$ cat src/rtl/t_down_counter_timer.sv
// Loadable down-counter/timer with toggle-rule decrement.
// One-shot or auto-reload countdown with a registered done pulse.
module t_down_counter_timer #(
  parameter int WIDTH = 3
) (
  input  logic             clock,
  input  logic             reset,
  input  logic             load,
  input  logic [WIDTH-1:0] load_value,
  input  logic             start,
  input  logic             enable,
  input  logic             auto_reload,
  output logic [WIDTH-1:0] count,
  output logic             busy,
  output logic             done
);

  typedef enum logic {
    IDLE = 1'b0,
    RUN  = 1'b1
  } state_t;

  state_t           state;
  logic [WIDTH-1:0] reload_q;
  logic [WIDTH-1:0] tmask;
  logic [WIDTH-1:0] dec;
  logic             at_one;

  // Toggle mask: bit i flips when every lower bit is already zero
  always_comb begin
    tmask[0] = 1'b1;
    for (int i = 1; i < WIDTH; i++) begin
      tmask[i] = tmask[i-1] & ~count[i-1];
    end
    dec    = count ^ tmask;
    at_one = (count == WIDTH'(1));
  end

  // Control FSM with registered count, busy and done
  always_ff @(posedge clock) begin
    if (!reset) begin
      state    <= IDLE;
      count    <= '0;
      reload_q <= '0;
      busy     <= 1'b0;
      done     <= 1'b0;
    end else begin
      done <= 1'b0;
      if (load) begin
        count    <= load_value;
        reload_q <= load_value;
        state    <= IDLE;
        busy     <= 1'b0;
      end else begin
        unique case (state)
          IDLE: begin
            if (start) begin
              if (count != '0) begin
                state <= RUN;
                busy  <= 1'b1;
              end else begin
                done <= 1'b1;
              end
            end
          end
          RUN: begin
            if (enable) begin
              if (!at_one && count != '0) begin
                count <= dec;
              end else begin
                // Terminal count; a zero count here is treated
                // the same way so the counter can never wrap.
                done <= 1'b1;
                if (auto_reload && reload_q != '0) begin
                  count <= reload_q;
                end else begin
                  count <= '0;
                  state <= IDLE;
                  busy  <= 1'b0;
                end
              end
            end
          end
          default: begin
            state <= IDLE;
            busy  <= 1'b0;
          end
        endcase
      end
    end
  end

endmodule

$ cat config.mk
export PLATFORM = sky130hd
export DESIGN_NAME = t_down_counter_timer
export DESIGN_NICKNAME = d
export VERILOG_FILES = /design/src/rtl/t_down_counter_timer.sv
export SDC_FILE = /design/constraint.sdc
export NUM_CORES = 1
export LEC_CHECK = 0
export CORE_MARGIN = 4
export CORE_UTILIZATION = 25
export CTS_CLUSTER_SIZE = 30
export DETAILED_ROUTE_END_ITERATION = 12
export GPL_TIMING_DRIVEN = 0
export HOLD_SLACK_MARGIN = 0.1
export PLACE_DENSITY_LB_ADDON = 0.08
export SKIP_CTS_REPAIR_TIMING = 1
export SLEW_MARGIN = 20
export SYNTH_ARGS = -nofsm -noshare
export SYNTH_HDL_FRONTEND = slang
export SYNTH_SLANG_ARGS = --single-unit
$ cat constraint.sdc
create_clock -name clock -period 3.85 [get_ports clock]
set_input_delay 0.77 -clock clock [delete_from_list [all_inputs] [get_ports clock]]
set_output_delay 0.77 -clock clock [all_outputs]
set_load 0.05 [all_outputs]
== Yosys cells after proc, flatten, opt, wreduce, memory -nomap -nowiden ==
Cells that the tools add are included.
Cells by class
  divide/modulo/power cells: 0
  shift-type cells: 0
  multiplexer cells: 22
  equality and inequality tests: 6
  bitwise logic cells: 6
  $mul: 0
  $lt $le $gt $ge: 0
  $add $sub $neg: 0
  reductions and logical operators: 10
Operator list (count)
  2-to-1 mux 3 bit: 5
  2-to-1 mux 1 bit: 14
  inequality test 2 bit, second input constant: 5
  one-hot mux 1 bit (2 select lines): 3
  nonzero test 3 bit: 2
  AND reduction 5 bit: 1
  inverter 1 bit: 4
  nonzero test 2 bit: 2
  == test 3 x 1 -> 1 bit, second input constant: 1
  XOR 3 bit: 1
  logical AND 1 bit: 2
  AND reduction 2 bit: 1
  OR reduction 2 bit: 1
  AND 1 bit: 1
  zero test 1 bit: 1
Storage, ports and cells
  bits in read-only memories: 0
  register bits: 9
  input port bits: 9
  memories: 0
  word-level logic and storage cells: 49
  output and inout bits: 5
  memory bits (writable): 0
  bits in latches: 0

== Logic depth before layout (Yosys ltp) ==
  depth in word-level cells: 7
  gate-level depth with buffers: 7
  mapped depth without buffers: 6

== Worst setup path before layout ==
No wires, ideal clock.
  path type: reg-to-reg
  start: register count[0]
  end: register count[1]
  path slack: 1.908 ns
  clock period less this slack: 1.942 ns
  path buffers: 1
  cell stages (with the launch flop): 7
  setup time: 0.074 ns
  arrival: 1.868 ns
  required time: 3.776 ns
  path through: dfxtp_1 inv_1 ha_1 ha_1 buf_2 or4_1 a31oi_1
Between the ends
  cells in the longest elaborated chain, start to end: 7
  elaborated cells on any way between the ends: 10
  classes of those cells: 1 x eq/ne; 4 x mux; 2 x bitwise; 3 x reduce/logical
Ends and longest elaborated chain
  start: declaration: RTL line 13  | output logic [WIDTH-1:0] count,
  start signal: assignment: RTL line 50  | count <= load_value;
  start signal: assignment: RTL line 75  | count <= reload_q;
  == test 3 x 1 -> 1 bit: RTL line 36  | at_one = (count == WIDTH'(1));
  zero test 1 bit: RTL line 68  | if (!at_one && count != '0) begin
  logical AND 1 bit: RTL line 68
  2-to-1 mux 3 bit *: RTL line 68
  2-to-1 mux 3 bit *: RTL line 67  | if (enable) begin
  2-to-1 mux 3 bit *: RTL line 55  | unique case (state)
  2-to-1 mux 3 bit *: RTL line 49  | if (load) begin
Every way passes the cells marked *; elsewhere a longest branch is shown, timed or not. The select of a mux whose other input is x is not followed.
A chain may end at the register's enable or synchronous reset.

== Worst setup path after layout ==
  start: register count[0]
  end: output port count[0]
No word-level cell between the ends.

==> flow_summary.yaml <==
cts:
  clk_pin_slew_ps: 60
  ctsHtreeMaxLevel: 1
  cts_tree: "built"
  clk_latency_ps: 270
  clock_tree.root_cell: "clkbuf_4"
  clock_path_buffers: 2
  numCtsBuffers: 3
  cts.sinks: 9
grt:
  gr-total-overflow: 0
  grt_max_degree: 11
  grt_pass1_vias: 428
  grt_pass1_wl_mm: 1.88
  grt_antenna_before_repair: 0
  grt_usage_pct: 9.55
sta:
  setup_tns_ps: 0
  fin_skew_ps: 7.89
  slew_headroom_pct: 67.1
  fmax_mhz: 443
  fin_ws_ps: 1590
  period_minus_slack_ps: 2260
  tightest_slew_ps: 492
  final_max_slew_viol_count: 0
  rsz0062_at_grt: "false"
  timing.final.crit_share_pct: 58.6
  setup_violations: 0
  hold_viol: 0
  whs_ps: 532
die:
  die_area_mm2: 0.00275
  core_area_mm2: 0.00180
  die-width_um: 52.4
  initial_core_util_pct: 27.4
  top_level_ports: 14
  num_rows: 15
  die_h_um: 52.4
synthesis:
  ys_types: 20
  syn_nets: 67
  synth_seq_cells: 9
  syn_area_per_cell_um2: 8.96
  synth-async-reset-ratio_pct: 0
  synth_ff_type: "dfxtp_1"
  syn-cell-area_um2: 493
  synth_edf_count: 0
  syn_inst: 55
  synth-seq-area-share_pct: 36.5
  yosys_warnings: 0
final_layout:
  diodes: 0
  synthToLayoutAreaGrowth_pct: 36.0
  drive_gt1_share_pct: 9.86
  stdcell_count: 96
  layout.cells.most_common_list: "12 x clkdlybuf4s50_1, 9 x dfxtp_1, 6 x inv_1, 6 x o21ai_0"
  final_design_area_no_fill_um2: 671
  nNetsFinal: 84
  layout_commonest_cell: "clkdlybuf4s50_1"
power_and_ir_drop:
  p_per_area_mw_per_mm2: 364
  peakVddDrop_uv: 130
  cellLeakagePower_uw: 0.000259
route:
  route.detailed.drc: 0
  first_pass_iters: 4
  routed_wl_mm: 1.12
  ant_nets: 0
  vias_per_cell: 4.68
  wl_per_cell_um: 11.7
  vias: 449
  drtIter0Drc: 8
setup_path:
  slowest_stage: "clkdlybuf4s50_1"
  required_ps: 3080
  critical_path_arrival_ps: 1490
  cp-end-kind: "output pin"
  crit_fanout: 5
  start_kind: "register"
  cpPeakStageDelay_ps: 830
  cp.buffers_inverters: 1
  cp_cell_sequence: "clkdlybuf4s50_1"
  crit_family: "buffers and inverters"
  crit_type: "reg2out"
place:
  gp_congestion: 0.668
  place_inst: 92
  hpwl_um: 836
  post_dp_cell_area_um2: 644
  placement.io_buffers: 12
  dp_slack_ps: 1860
worst_hold_path:
  worstHoldPathType: "reg2reg"
job:
  maxCapViolations: 0
status:
  status: "complete, no violations"
-- final cells by class --
cell class	instances	area (µm²)
buffer	2	16.3
fill	203	1130
sequential	9	180
inverter	6	22.5
clock buffer	4	26.3
tap	25	31.3
timing repair buffer	12	120
multi-input combinational	38	274
-- state kept, by name, summed over array words and instances, names as in the netlist --
name and flops:
done 1, count 3, busy 1, state 1, reload_q 3
-- cells by family after synthesis --
family	after synthesis	synth area share, %
flops	9	36.5
buf+inv	8	7.87
fa+ha+maj	3	7.62
simple gates	13	17.0
compound gates	19	24.9
mux	3	6.09
-- worst min-delay path: stages (launching register included) --
cell and delay (ps):
dfxtp_1 320, o211ai_1 80, a31oi_1 80
-- path summary, 6_finish.rpt --
path	start	slack, ps	cells after the start	endpoint
worst min register to register	reload_q[0]$_SDFFE_PN0P_	530	2	count[0]$_SDFFE_PN0P_
worst min-delay path	reload_q[0]$_SDFFE_PN0P_	530	2	count[0]$_SDFFE_PN0P_
worst max register to register	count[0]$_SDFFE_PN0P_	2140	6	count[1]$_SDFFE_PN0P_
worst max-delay path	count[0]$_SDFFE_PN0P_	1590	1	count[0]
-- metrics by stage --
| step | util [%] | power (µW) |
|---|---|---|
| 2_1_floorplan | - | 147 |
| 3_3_place_gp | 35.8 | 171 |
| 3_5_place_dp | 35.8 | 171 |
| 4_1_cts | 37.2 | 248 |
| 5_1_grt | 37.2 | 259 |
| 6_report | 37.2 | 244 |
-- synthesized netlist by cell type, types with 2 or more instances --
master	instances	area share, %
o211ai_1	4	6.1
nor2b_1	4	5.1
dfxtp_1	9	37
mux2i_1	3	6.1
a31oi_1	4	5.1
inv_1	6	4.6
nor3_1	2	2.0
or4_1	3	4.6
ha_1	3	7.6
o21ai_0	6	6.1
a21oi_1	2	2.0
-- power by group --
part | total [µW] | internal (µW) | switching [µW]
sequential | 105 | 99.5 | 5.40
combinational | 63.9 | 27.8 | 36.1
clock | 75.5 | 40.1 | 35.5
-- routing by layer --
layer,GRT usage (%),share of wire (%),up-vias
met5,0,0,-
met4,6.38,2.6,0
met3,2.56,5.6,4
met2,12.2,41,11
met1,13.5,51,200
li1,-,-,234
(Power assumes the default switching activity.)
